## src/rtl/flex_counter_pkg.sv

```systemverilog
// Shared types and helpers for the multi-channel flexible counter.
// Direction encoding and packed-slice indexing used by the top and channel modules.
package flex_counter_pkg;

   typedef enum logic {CNT_UP = 1'b0, CNT_DOWN = 1'b1} cnt_dir_e;

   // Low bit of channel ch inside a bus packed as NUM_CH fields of w bits.
   function automatic int unsigned slice_lo(input int unsigned ch, input int unsigned w);
      return ch * w;
   endfunction

endpackage

```

## src/rtl/multi_flex_counter_if.sv

```systemverilog
// Control/status bundle for multi_flex_counter; per-channel fields are packed
// channel i at [i*NUM_CNT_BITS +: NUM_CNT_BITS].
interface multi_flex_counter_if #(
   parameter int unsigned NUM_CNT_BITS = 4,
   parameter int unsigned NUM_CH       = 2
);
   logic [NUM_CH-1:0]              clear;
   logic [NUM_CH-1:0]              count_enable;
   logic [NUM_CH-1:0]              count_dir;
   logic [NUM_CH-1:0]              load;
   logic [NUM_CH*NUM_CNT_BITS-1:0] load_val;
   logic [NUM_CH*NUM_CNT_BITS-1:0] rollover_val;
   logic [NUM_CH*NUM_CNT_BITS-1:0] count_out;
   logic [NUM_CH-1:0]              rollover_flag;
   logic                           carry_out;

   modport master (
      output clear, count_enable, count_dir, load, load_val, rollover_val,
      input  count_out, rollover_flag, carry_out
   );

   modport slave (
      input  clear, count_enable, count_dir, load, load_val, rollover_val,
      output count_out, rollover_flag, carry_out
   );
endinterface

```

## src/rtl/flex_counter_ch.sv

```systemverilog
// One flexible rollover counter channel: up/down, synchronous clear/load,
// registered terminal flag and combinational carry for cascading.
module flex_counter_ch
   import flex_counter_pkg::*;
#(
   parameter int unsigned NUM_CNT_BITS = 4
) (
   input  logic                    clk,
   input  logic                    rst,
   input  logic                    en,
   input  cnt_dir_e                dir,
   input  logic                    clear,
   input  logic                    load,
   input  logic [NUM_CNT_BITS-1:0] load_val,
   input  logic [NUM_CNT_BITS-1:0] rollover_val,
   output logic [NUM_CNT_BITS-1:0] count,
   output logic                    flag,
   output logic                    carry
);
   localparam int unsigned W = NUM_CNT_BITS;
   localparam logic [W-1:0] ONE = W'(1);

   logic [W-1:0] term;
   logic [W-1:0] count_next;
   logic         flag_next;
   logic         rv_zero;

   always_comb begin
      rv_zero    = (rollover_val == '0);
      term       = (dir == CNT_DOWN) ? ONE : rollover_val;
      count_next = count;
      if (clear) begin
         count_next = '0;
      end else if (load) begin
         count_next = load_val;
      end else if (en) begin
         if (dir == CNT_UP) begin
            count_next = (count == rollover_val) ? ONE : count + ONE;
         end else begin
            count_next = (count == '0 || count == ONE) ? rollover_val : count - ONE;
         end
      end
      // Flag is judged on the value being registered, so it lines up with count.
      flag_next = ~rv_zero & (count_next == term);
      carry     = en & ~clear & ~load & (count == term) & ((dir == CNT_DOWN) | ~rv_zero);
   end

   always_ff @(posedge clk or posedge rst) begin
      if (rst) begin
         count <= '0;
         flag  <= 1'b0;
      end else begin
         count <= count_next;
         flag  <= flag_next;
      end
   end
endmodule

```

## src/rtl/multi_flex_counter.sv

```systemverilog
// NUM_CH independent flexible counters; with CASCADE=1 each channel after the
// first advances only on the previous channel's carry (single-cycle ripple).
module multi_flex_counter
   import flex_counter_pkg::*;
#(
   parameter int unsigned NUM_CNT_BITS = 4,
   parameter int unsigned NUM_CH       = 2,
   parameter bit          CASCADE      = 1'b0
) (
   input logic                 clk,
   input logic                 rst,
   multi_flex_counter_if.slave bus
);
   localparam int unsigned W = NUM_CNT_BITS;

   for (genvar i = 0; i < NUM_CH; i++) begin : g_ch
      localparam int unsigned LO = slice_lo(i, W);

      logic         en_eff;
      logic         carry_l;
      logic [W-1:0] count_l;
      logic         flag_l;

      if (CASCADE && i > 0) begin : g_casc
         assign en_eff = bus.count_enable[i] & g_ch[i-1].carry_l;
      end else begin : g_free
         assign en_eff = bus.count_enable[i];
      end

      flex_counter_ch #(
         .NUM_CNT_BITS(W)
      ) u_ch (
         .clk          (clk),
         .rst          (rst),
         .en           (en_eff),
         .dir          (cnt_dir_e'(bus.count_dir[i])),
         .clear        (bus.clear[i]),
         .load         (bus.load[i]),
         .load_val     (bus.load_val[LO +: W]),
         .rollover_val (bus.rollover_val[LO +: W]),
         .count        (count_l),
         .flag         (flag_l),
         .carry        (carry_l)
      );

      assign bus.count_out[LO +: W] = count_l;
      assign bus.rollover_flag[i]   = flag_l;
   end

   assign bus.carry_out = g_ch[NUM_CH-1].carry_l;
endmodule

```

## src/flat_wrapper.sv

```systemverilog
// flat-port wrapper written by rule: the top's interface ports become plain ports
module multi_flex_counter_flat import flex_counter_pkg::*;
#(
   parameter int unsigned NUM_CNT_BITS = 4,
   parameter int unsigned NUM_CH       = 2,
   parameter bit          CASCADE      = 1'b0
)
  (clk, rst, bus_clear, bus_count_enable, bus_count_dir, bus_load, bus_load_val, bus_rollover_val, bus_count_out, bus_rollover_flag, bus_carry_out);
  multi_flex_counter_if #(.NUM_CNT_BITS(NUM_CNT_BITS), .NUM_CH(NUM_CH)) bus_i ();
  input logic clk;
  input logic rst;
  input wire logic [$bits(bus_i.clear)-1:0] bus_clear;
  input wire logic [$bits(bus_i.count_enable)-1:0] bus_count_enable;
  input wire logic [$bits(bus_i.count_dir)-1:0] bus_count_dir;
  input wire logic [$bits(bus_i.load)-1:0] bus_load;
  input wire logic [$bits(bus_i.load_val)-1:0] bus_load_val;
  input wire logic [$bits(bus_i.rollover_val)-1:0] bus_rollover_val;
  output wire logic [$bits(bus_i.count_out)-1:0] bus_count_out;
  output wire logic [$bits(bus_i.rollover_flag)-1:0] bus_rollover_flag;
  output wire logic [$bits(bus_i.carry_out)-1:0] bus_carry_out;
  assign bus_i.clear = bus_clear;
  assign bus_i.count_enable = bus_count_enable;
  assign bus_i.count_dir = bus_count_dir;
  assign bus_i.load = bus_load;
  assign bus_i.load_val = bus_load_val;
  assign bus_i.rollover_val = bus_rollover_val;
  assign bus_count_out = bus_i.count_out;
  assign bus_rollover_flag = bus_i.rollover_flag;
  assign bus_carry_out = bus_i.carry_out;
  multi_flex_counter #(.NUM_CNT_BITS(NUM_CNT_BITS), .NUM_CH(NUM_CH), .CASCADE(CASCADE)) u_core (.clk(clk), .rst(rst), .bus(bus_i));
endmodule
```

## config.mk

```make
export PLATFORM = sky130hd
export DESIGN_NAME = multi_flex_counter_flat
export DESIGN_NICKNAME = d
export VERILOG_FILES = /design/src/rtl/flex_counter_pkg.sv /design/src/rtl/multi_flex_counter_if.sv /design/src/rtl/flex_counter_ch.sv /design/src/rtl/multi_flex_counter.sv /design/src/flat_wrapper.sv
export SDC_FILE = /design/constraint.sdc
export NUM_CORES = 1
export LEC_CHECK = 0
export ABC_CLOCK_PERIOD_IN_PS = 3500
export CORE_ASPECT_RATIO = 0.5
export CORE_MARGIN = 5
export CORE_UTILIZATION = 49
export DETAILED_ROUTE_END_ITERATION = 7
export PLACE_DENSITY = 0.92
export SETUP_SLACK_MARGIN = 0.02
export SLEW_MARGIN = 20
export SYNTH_ARGS = -nofsm -noshare
export SYNTH_HDL_FRONTEND = slang
export SYNTH_SLANG_ARGS = --single-unit
export TNS_END_PERCENT = 50
```

## constraint.sdc

```tcl
create_clock -name clk -period 3.5 [get_ports clk]
set_clock_uncertainty 0.15 [all_clocks]
set_input_delay 0.7 -clock clk [delete_from_list [all_inputs] [get_ports clk]]
set_output_delay 0.7 -clock clk [all_outputs]
set_load 0.005 [all_outputs]
```

==> reports/metrics.yaml, run 1 <==
sta:
  finalCritPeriodShare_pct: 96.7
  hold_viol: 0
  tightest_slew_ns: 0.600
  tns_ns: 0
  max_freq_ghz: 0.296
  rsz0062_at_grt: "false"
  relSlewSlack_pct: 59.7
  setup_viol: 0
  finalMaxSlewViolations: 0
  period_needed_ns: 3.38
critical_path:
  cp_slowest_cell: "clkdlybuf4s50_1"
  cp_max_fo: 7
  critPathKind: "primary input to output port"
  critical_path.endpoint_type: "output port"
  crit_chain: "clkdlybuf4s50_1 -> o221ai_1 -> nor2_1 -> nor2_1 -> o32ai_1 -> and4_1 -> clkdlybuf4s50_1"
  crit_required_ns: 2.65
  cp_slowest_stage_delay_ns: 0.64
  start_kind: "primary input"
  cp.arrival_ns: 2.53
global_route:
  antenna_found_initial: 0
  grt_max_degree: 12
  globalRouteOverflowTotal: 0
  track_usage_pct: 19.6
  grt_pass1_wl_mm: 6.30
  grt_pass1_vias: 1466
yosys:
  yosysTopAreaCellShare_pct: 18.5
  synth_nets: 215
  syn_avg_cell_area_um2: 7.38
  yosysTopAreaCell: "dfrtp_1"
  synth_ff_type: "dfrtp_1"
  yosysWarnings: 0
  synth-seq-cells: 10
  synth.top_cells.by_area: "dfrtp_1 19%, xnor2_1 8.4%, ha_1 5.6%"
  synth_top_family_by_area: "compound AO/OA/AOI/OAI gates"
  syn_area_um2: 1350
  synthArstFlopShare_pct: 100
  synthXorXnorAreaFrac_pct: 9.72
  ys_top_cells_by_count: "19 x inv_1, 19 x nor2_1, 15 x nand2_1"
  synth.distinct_cells: 52
  ys_seq_area_share_pct: 18.5
  synth_simple_gate_area_share_pct: 22.7
  synthCells: 183
  synthAdderAreaFrac_pct: 5.56
  yosys-mux-area-fraction_pct: 3.70
  synth-edff-count: 0
  synth_compound_area_share_pct: 28.3
power:
  peakVddDrop_v: 0.000149
  p_per_area_nw_per_um2: 265
  p_leak_nw: 0.758
  p_total_mw: 0.469
clocking:
  clk_latency_ns: 0.22
  clk_root_buffer_cell: "clkbuf_8"
  clock_sinks: 10
  cts_buffer_depth: 2
  cts_tree: "done"
  numCtsBuffers: 3
  cts.clk_slew.worst_paths_ns: 0.04
  cts_setup_buffers: 0
  cts.hold.buffers_added: 0
  post_cts_resized: 0
  htreeDepth: 1
floorplanning:
  ios: 37
  coreArea_um2: 2620
  die_h_um: 47.1
  start_util_pct: 51.6
  dieArea_um2: 3970
  die_width_um: 84.3
  num_rows: 13
cells_and_area:
  n_antenna_cell: 0
  stdcell_area_um2: 1770
  fillers: 210
  final_util_pct: 67.6
  final_nets: 247
  multiInputGateArea_um2: 946
  drive_gt1_share_pct: 7.51
  regArea_um2: 250
  layout-area-overhead-vs-synth_pct: 30.9
placement:
  placed_cell_area_um2: 1720
  hpwlAfterDp_mm: 2.92
  place_congestion: 0.955
  io_buffers: 36
routing:
  vias_per_cell: 6.03
  drtPass1Iterations: 5
  initialDrtViolationCount: 67
  wl_per_cell_um: 14.6
  vias: 1507
  drc_errors: 0
  postRouteAntennaNets: 0
  drt_wl_total_mm: 3.66
flow_run:
  cap_violations: 0
status:
  status: "finished, final reports clean"
min_path:
  hp-class: "primary input to asynchronous set/reset pin"
## state kept, by name, indices dropped and copies added (netlist names)
signal,count
u_core.g_ch.u_ch.flag,2
u_core.g_ch.u_ch.count,8
## critical path: cells and delay by family
kind,cells,cell delay [ns]
buffers and inverters,2,1.14
and+or+nand+nor,3,0.39
AOI/OAI and AO/OA,2,0.31
## worst paths after layout
kind,start,end,slack [ns],cells past startpoint
setup / recovery,bus_rollover_val[4],bus_carry_out,0.12,7
hold / removal,rst,u_core.g_ch[1].u_ch.flag,0.61,2
setup reg to reg,u_core.g_ch[1].u_ch.count[1],u_core.g_ch[1].u_ch.flag,0.44,9
hold reg to reg,u_core.g_ch[0].u_ch.count[2],u_core.g_ch[0].u_ch.count[2],0.78,3
max in group asynchronous,rst,u_core.g_ch[1].u_ch.count[1],2.33,2
min in group clk,u_core.g_ch[0].u_ch.count[2],u_core.g_ch[0].u_ch.count[2],0.78,3
## logic make-up (layout without fill, tap and decap cells)
| family | count (synthesis) | count (layout) |
|---|---|---|
| DFF | 10 | 10 |
| buffers and inverters | 35 | 65 |
| and+or+nand+nor | 62 | 62 |
| AOI/OAI and AO/OA | 50 | 50 |
| adders and majority gates | 6 | 6 |
| muxes | 5 | 5 |
| xor gates and xnor gates | 15 | 15 |
## through the flow
step	hold WS [ns]	worst slack (ns)	std cells
global route	0.656	0.0538	250
global placement	0.755	0.160	247
finish	0.609	0.117	250
detailed placement	0.767	0.0538	247
floorplan	0.390	0.638	183
CTS	0.616	0.0942	250
## where the power goes
group	switching, mW	leakage, nW	total (mW)	internal (mW)
registers	0.0189	0.131	0.144	0.125
logic	0.104	0.606	0.215	0.111
clock network	0.0356	0.0216	0.110	0.0745
## area by class of cell
cell class	count	area share, %
clock buffer	3	2.33
inverter	20	4.24
multi-input combinational	138	53.5
sequential	10	14.1
tap	37	2.62
timing repair buffer	42	23.2
## per-layer routing
layer | up-vias | global-route usage [%] | routed length, um
met4 | 0 | 9.62 | 63
met2 | 90 | 37.8 | 1790
li1 | 720 | - | -
met1 | 689 | 22.8 | 1470
met5 | - | 0 | 0
met3 | 8 | 2.45 | 332
## placed cells by master, fill, tap and decap left out, drive strengths merged, types with 4 or more instances in the layout
master	instances
mux2i	5
ha	6
o21ai	9
nand2	15
and3	4
xnor2	13
nor3	5
o31ai	4
dfrtp	10
buf	6
nor2	19
clkdlybuf4s50	34
inv	19
Power figures use the tool's default switching activity.
==> run 2: changes to the inputs <==
--- a/config.mk
+++ b/config.mk
@@ -7,13 +7,14 @@
 export LEC_CHECK = 0
 export ABC_CLOCK_PERIOD_IN_PS = 3500
 export CORE_ASPECT_RATIO = 0.5
-export CORE_MARGIN = 5
-export CORE_UTILIZATION = 49
+export CORE_MARGIN = 2
+export CORE_UTILIZATION = 52
 export DETAILED_ROUTE_END_ITERATION = 7
-export PLACE_DENSITY = 0.92
+export PLACE_DENSITY = 0.93
 export SETUP_SLACK_MARGIN = 0.02
 export SLEW_MARGIN = 20
 export SYNTH_ARGS = -nofsm -noshare
 export SYNTH_HDL_FRONTEND = slang
+export SYNTH_HIERARCHICAL = 1
 export SYNTH_SLANG_ARGS = --single-unit
 export TNS_END_PERCENT = 50
==> reports/metrics.yaml, run 2 <==
cells_and_area:
  final_common_cell: "clkdlybuf4s50_1"
  fillers: 275  # +31%
  largest_reg_flops: 8  # unchanged
  layout-area-overhead-vs-synth_pct: 21.8
  instances_no_fill: 289  # +16%
  final_cell_mix: "35 x clkdlybuf4s50_1, 19 x nor2_1, 17 x o21ai_0, 16 x inv_1, 13 x nand3_1"
  final_nets: 283  # +15%
  multiInputGateArea_um2: 1180  # +25%
  n_antenna_cell: 0  # unchanged
  regMostFlops: "u_core/g_ch.u_ch/count"
  reg_top3: "u_core/g_ch.u_ch/count x8, u_core/g_ch.u_ch/flag x2"
  drive_gt1_share_pct: 10.4  # +2.9 points
  regArea_um2: 250  # unchanged
placement:
  dp.cells: 286  # +16%
  io_buffers: 36  # unchanged
  hpwlAfterDp_mm: 3.30  # +13%
  place_congestion: 0.933  # -2.3%
yosys:
  syn_area_um2: 1650  # +22%
  yosysWarnings: 6  # +6
  synth_nets: 255  # +19%
  synthCells: 223  # +22%
  syn_avg_cell_area_um2: 7.38  # about the same
power:
  peakVddDrop_v: 0.000124  # -17%
  p_per_area_nw_per_um2: 253  # -4.5%
  p_leak_nw: 0.792  # +4.5%
floorplanning:
  ios: 37  # unchanged
  start_util_pct: 54.7  # +3.1 points
  die_h_um: 43.8  # -7.1%
  coreArea_um2: 3010  # +15%
  num_rows: 14  # +1
  die_width_um: 83.6  # -0.81%
  dieArea_um2: 3660  # -7.9%
critical_path:
  cp_slowest_cell: "clkdlybuf4s50_1"
  crit_chain: "clkdlybuf4s50_1 -> or2_2 -> a211oi_1 -> and3_1 -> clkdlybuf4s50_1"
  cp.arrival_ns: 2.43  # -0.10 ns
  crit_top_cell: "clkdlybuf4s50_1"
  cp_max_fo: 5  # -2
  crit_buf_inv: 2  # unchanged
  cpLargestDelayFamily: "buffers and inverters"
  startpoint: "bus_rollover_val[4]"
  start_kind: "primary input"
  critical_path.endpoint_type: "output port"
  cp_slowest_stage_delay_ns: 0.50  # -0.14 ns
  r2r-start: "u_core/g_ch[1].u_ch/count[0]"
  crit_required_ns: 2.65  # about the same
  critPathKind: "primary input to output port"
sta:
  setup_viol: 0  # unchanged
  tightest_slew_ns: 0.469  # -0.131 ns
  hold_viol: 0  # unchanged
  finalCritPeriodShare_pct: 93.8  # -2.9 points
  max_freq_ghz: 0.305  # +3.1%
  rsz0062_at_grt: "false"
  period_needed_ns: 3.28  # -0.100 ns
  tns_ns: 0  # unchanged
  finalMaxSlewViolations: 0  # unchanged
  relSlewSlack_pct: 68.7  # +9.1 points
status:
  status: "finished, final reports clean"
global_route:
  grt_max_degree: 15  # +3
  grt_pass1_wl_mm: 7.07  # +12%
  track_usage_pct: 23.7  # +4.1 points
  grt_pass1_vias: 1639  # +12%
  antenna_found_initial: 0  # unchanged
  globalRouteOverflowTotal: 0  # unchanged
clocking:
  cts.hold.buffers_added: 0  # unchanged
  htreeDepth: 1  # unchanged
  numCtsBuffers: 3  # unchanged
  clock_sinks: 10  # unchanged
  clk_latency_ns: 0.23  # about the same
  clk_root_buffer_cell: "clkbuf_8"
  cts_buffer_depth: 2  # unchanged
  cts.clk_slew.worst_paths_ns: 0.04  # about the same
  cts_tree: "done"
routing:
  drc_errors: 0  # unchanged
  initialDrtViolationCount: 83  # +24%
  vias_per_cell: 6.19  # +2.8%
  wl_per_cell_um: 14.7  # +0.77%
  postRouteAntennaNets: 0  # unchanged
  drt_wl_total_mm: 4.26  # +16%
  vias: 1790  # +19%
  drtPass1Iterations: 5  # unchanged
min_path:
  hp-class: "primary input to asynchronous set/reset pin"
flow_run:
  cap_violations: 0  # unchanged
-- run 2: changes by cell type in the layout (fill, tap and decap cells not counted), moves of 6 or more --
cell      before  now
o211ai_1       2    8
o21ai_0        9   17
a21oi_1        3   11
nand3_1        3   13
xnor2_1       13    6
nor3_1         5   12
-- run 2: per-stage QoR --
step           utilization [%]  area, um2  total power, mW  hold slack [ns]  setup WS, ns
5_1_grt                   66.6       2010            0.542            0.580         0.129
3_5_place_dp              65.1       1960            0.391            0.664         0.123
6_report                  66.6       2010            0.507            0.547         0.217
4_1_cts                   66.5       2000            0.509            0.546         0.108
3_3_place_gp              65.1       1960            0.382            0.653         0.187
2_1_floorplan                -       1650            0.317            0.329          1.09
-- run 2: power breakdown --
group / switching, mW / internal [mW] / total [mW]
sequential: 0.0257 / 0.125 / 0.151
combinational: 0.122 / 0.120 / 0.242
clock: 0.0391 / 0.0747 / 0.114
-- run 2: cell type report --
cell class	instances	area share, %
Multi-Input combinational cell	175	58.9
Timing Repair Buffer	43	20.7
Sequential cell	10	12.5
Inverter	18	3.37
Tap cell	40	2.50
Clock buffer	3	2.06
-- run 2: path summary, 6_finish.rpt --
| path | to | slack [ns] | depth (start not counted) |
|---|---|---|---|
| worst max-delay path | bus_carry_out | 0.22 | 5 |
| worst min-delay path | u_core/g_ch[0].u_ch/flag | 0.55 | 2 |
| worst max register to register | u_core/g_ch[1].u_ch/flag | 1.09 | 8 |
| worst min register to register | u_core/g_ch[0].u_ch/count[0] | 0.67 | 2 |
| max in group asynchronous | u_core/g_ch[1].u_ch/count[3] | 2.49 | 2 |
| min in group clk | u_core/g_ch[0].u_ch/count[0] | 0.67 | 2 |
-- run 2: routing by layer --
layer	vias up	global-route usage [%]	routed length [um]	part of all wire [%]
met5	-	0	0	0
met4	0	7.74	80	1.9
met3	10	1.90	282	6.6
met2	88	45.9	2140	50
met1	833	28.8	1760	41
li1	859	-	-	-
-- run 2: repair_timing --
item | in CTS | in global routing
buffers inserted | 0 | 0
setup endpoints to repair | 0 | 1
gates resized for setup | 0 | 1
-- run 2: worst register-to-register path, stage by stage, from the launching register on --
cell and delay (ns):
dfrtp_1 0.48, inv_1 0.21, ha_1 0.22, nor2_1 0.08
or3_1 0.37, mux2_1 0.35, o21ai_0 0.15, mux2i_1 0.10
and4_1 0.18
==> run 3: changes to the inputs <==
--- a/config.mk
+++ b/config.mk
@@ -5,7 +5,7 @@
 export SDC_FILE = /design/constraint.sdc
 export NUM_CORES = 1
 export LEC_CHECK = 0
-export ABC_CLOCK_PERIOD_IN_PS = 3500
+export ABC_CLOCK_PERIOD_IN_PS = 3100
 export CORE_ASPECT_RATIO = 0.5
 export CORE_MARGIN = 2
 export CORE_UTILIZATION = 52
==> constraint.sdc (replaced) <==
create_clock -name clk -period 3.1 [get_ports clk]
set_clock_uncertainty 0.15 [all_clocks]
set_input_delay 0.62 -clock clk [delete_from_list [all_inputs] [get_ports clk]]
set_output_delay 0.62 -clock clk [all_outputs]
set_load 0.005 [all_outputs]
==> reports/metrics.yaml, run 3 (synthesis results as in run 2) <==
global_route:
  globalRouteOverflowTotal: 0  # unchanged
  antenna_found_initial: 0  # unchanged
  grt_max_degree: 15  # unchanged
  track_usage_pct: 24.4  # +0.68 points
  grt_pass1_wl_mm: 7.29  # +3.2%
  grt_pass1_vias: 1743  # +6.3%
cells_and_area:
  stdcell_area_um2: 2090  # +4.1%
  largest_reg_flops: 8  # unchanged
  final_cell_mix: "32 x clkdlybuf4s50_1, 18 x nor2_1, 16 x inv_1, 16 x o21ai_0, 14 x buf_4"
  fillers: 243  # -12%
  n_antenna_cell: 0  # unchanged
  layout-area-overhead-vs-synth_pct: 26.8
  reg_top3: "u_core/g_ch.u_ch/count x8, u_core/g_ch.u_ch/flag x2"
  drive_gt1_share_pct: 14.4  # +4.0 points
  instances_no_fill: 297  # +2.8%
  final_nets: 291  # +2.8%
  final_common_cell: "clkdlybuf4s50_1"
  regMostFlops: "u_core/g_ch.u_ch/count"
routing:
  wl_per_cell_um: 15.2  # +2.9%
  postRouteAntennaNets: 0  # unchanged
  drc_errors: 0  # unchanged
  drt_wl_total_mm: 4.51  # +5.8%
  vias: 1826  # +2.0%
  initialDrtViolationCount: 96  # +16%
  vias_per_cell: 6.15  # -0.74%
  drtPass1Iterations: 6  # +1
sta:
  hold_viol: 0  # unchanged
  period_needed_ns: 2.99
  max_freq_ghz: 0.335
  setup_viol: 0  # unchanged
  hold_slack_ns: 0.469  # -0.0775 ns
  relSlewSlack_pct: 67.6  # -1.1 points
  rsz0062_at_grt: "false"
  finalCritPeriodShare_pct: 96.4
  finalMaxSlewViolations: 0  # unchanged
  tightest_slew_ns: 0.486  # +0.0169 ns
clocking:
  clk_latency_ns: 0.23  # about the same
  cts_tree: "done"
  clk_root_buffer_cell: "clkbuf_8"
  clock_sinks: 10  # unchanged
  htreeDepth: 1  # unchanged
  cts.clk_slew.worst_paths_ns: 0.04  # about the same
  numCtsBuffers: 3  # unchanged
  cts_buffer_depth: 2  # unchanged
critical_path:
  cp_max_fo: 14  # +9
  cp.arrival_ns: 2.22  # -0.21 ns
  crit_required_ns: 2.33  # -0.32 ns
  critPathKind: "primary input to output port"
  critical_path.endpoint_type: "output port"
  start_kind: "primary input"
min_path:
  hp-class: "primary input to asynchronous set/reset pin"
floorplanning:
  num_rows: 14  # unchanged
  start_util_pct: 54.7  # unchanged
  dieArea_um2: 3660  # unchanged
  ios: 37  # unchanged
  die_h_um: 43.8  # unchanged
  die_width_um: 83.6  # unchanged
  coreArea_um2: 3010  # unchanged
power:
  peakVddDrop_v: 0.000125  # +0.97%
  p_per_area_nw_per_um2: 280  # +11%
  p_leak_nw: 0.855  # +7.9%
placement:
  place_congestion: 0.975  # +4.5%
  placed_cell_area_um2: 2020  # +3.1%
  hpwlAfterDp_mm: 3.51  # +6.3%
  io_buffers: 36  # unchanged
  dp.cells: 294  # +2.8%
flow_run:
  cap_violations: 0  # unchanged
status:
  status: "finished, final reports clean"
==> run 3: cell types whose count changed in the layout (fill, tap and decap cells not counted), sizes merged <==
cell / previous run / this run
clkdlybuf4s50: 35 / 32
dlygate4sd2: 0 / 1
dlymetal6s2s: 1 / 3
buf: 7 / 15
==> run 3: routing by layer <==
| layer | wire length [um] | vias up | GRT usage, % |
|---|---|---|---|
| li1 | - | 880 | - |
| met1 | 1890 | 849 | 29.5 |
| met2 | 2250 | 89 | 44.2 |
| met3 | 292 | 8 | 2.86 |
| met4 | 69 | 0 | 12.9 |
| met5 | 0 | - | 0 |
==> run 3: layout make-up <==
| class | count | area (um2) | share of cell area, % |
|---|---|---|---|
| sequential | 10 | 250 | 12.0 |
| clock buffer | 3 | 41.3 | 1.98 |
| inverter | 18 | 67.6 | 3.24 |
| timing repair buffer | 51 | 483 | 23.1 |
| multi-input combinational | 175 | 1200 | 57.3 |
| tap | 40 | 50.0 | 2.40 |
==> run 3: through the flow <==
stage / setup TNS [ns] / power [mW] / utilization, % / worst slack (ns)
6_report: 0 / 0.584 / 69.3 / 0.112
5_1_grt: 0 / 0.622 / 69.3 / 0.0238
4_1_cts: 0 / 0.583 / 68.4 / 0.0424
3_5_place_dp: -0.0714 / 0.453 / 67.1 / -0.0714
3_3_place_gp: 0 / 0.442 / 67.1 / 0.00581
2_1_floorplan: 0 / 0.357 / - / 0.808
==> run 3: critical path, stage by stage <==
cell and delay [ns]:
clkdlybuf4s50_1 0.42, buf_4 0.19, nor2_2 0.14, nand3_1 0.08
o21ai_1 0.10, and3_1 0.17, clkdlybuf4s50_1 0.49
==> run 3: worst paths after layout <==
path	startpoint	endpoint	depth (start not counted)	slack [ns]
worst max-delay path	bus_count_dir[1]	bus_carry_out	7	0.11
worst min-delay path	rst	u_core/g_ch[0].u_ch/count[0]	2	0.47
worst max register to register	u_core/g_ch[1].u_ch/count[0]	u_core/g_ch[1].u_ch/flag	8	0.56
worst min register to register	u_core/g_ch[0].u_ch/count[0]	u_core/g_ch[0].u_ch/count[0]	2	0.71
max in group asynchronous	rst	u_core/g_ch[1].u_ch/count[3]	2	2.15
min in group clk	u_core/g_ch[0].u_ch/count[0]	u_core/g_ch[0].u_ch/count[0]	2	0.71
==> run 3: power by group <==
part	total, mW	leakage (nW)	internal [mW]	switching [mW]
sequential	0.170	0.131	0.142	0.0287
clock	0.125	0.0216	0.0841	0.0410
combinational	0.289	0.703	0.145	0.144
total	0.584	0.855	0.371	0.214
==> run 3: what timing repair did <==
action	CTS	global route
hold buffers	0	0
gates resized for setup	1	9
setup buffers	0	0
pin swaps	0	1
endpoints found under the setup margin	1	1
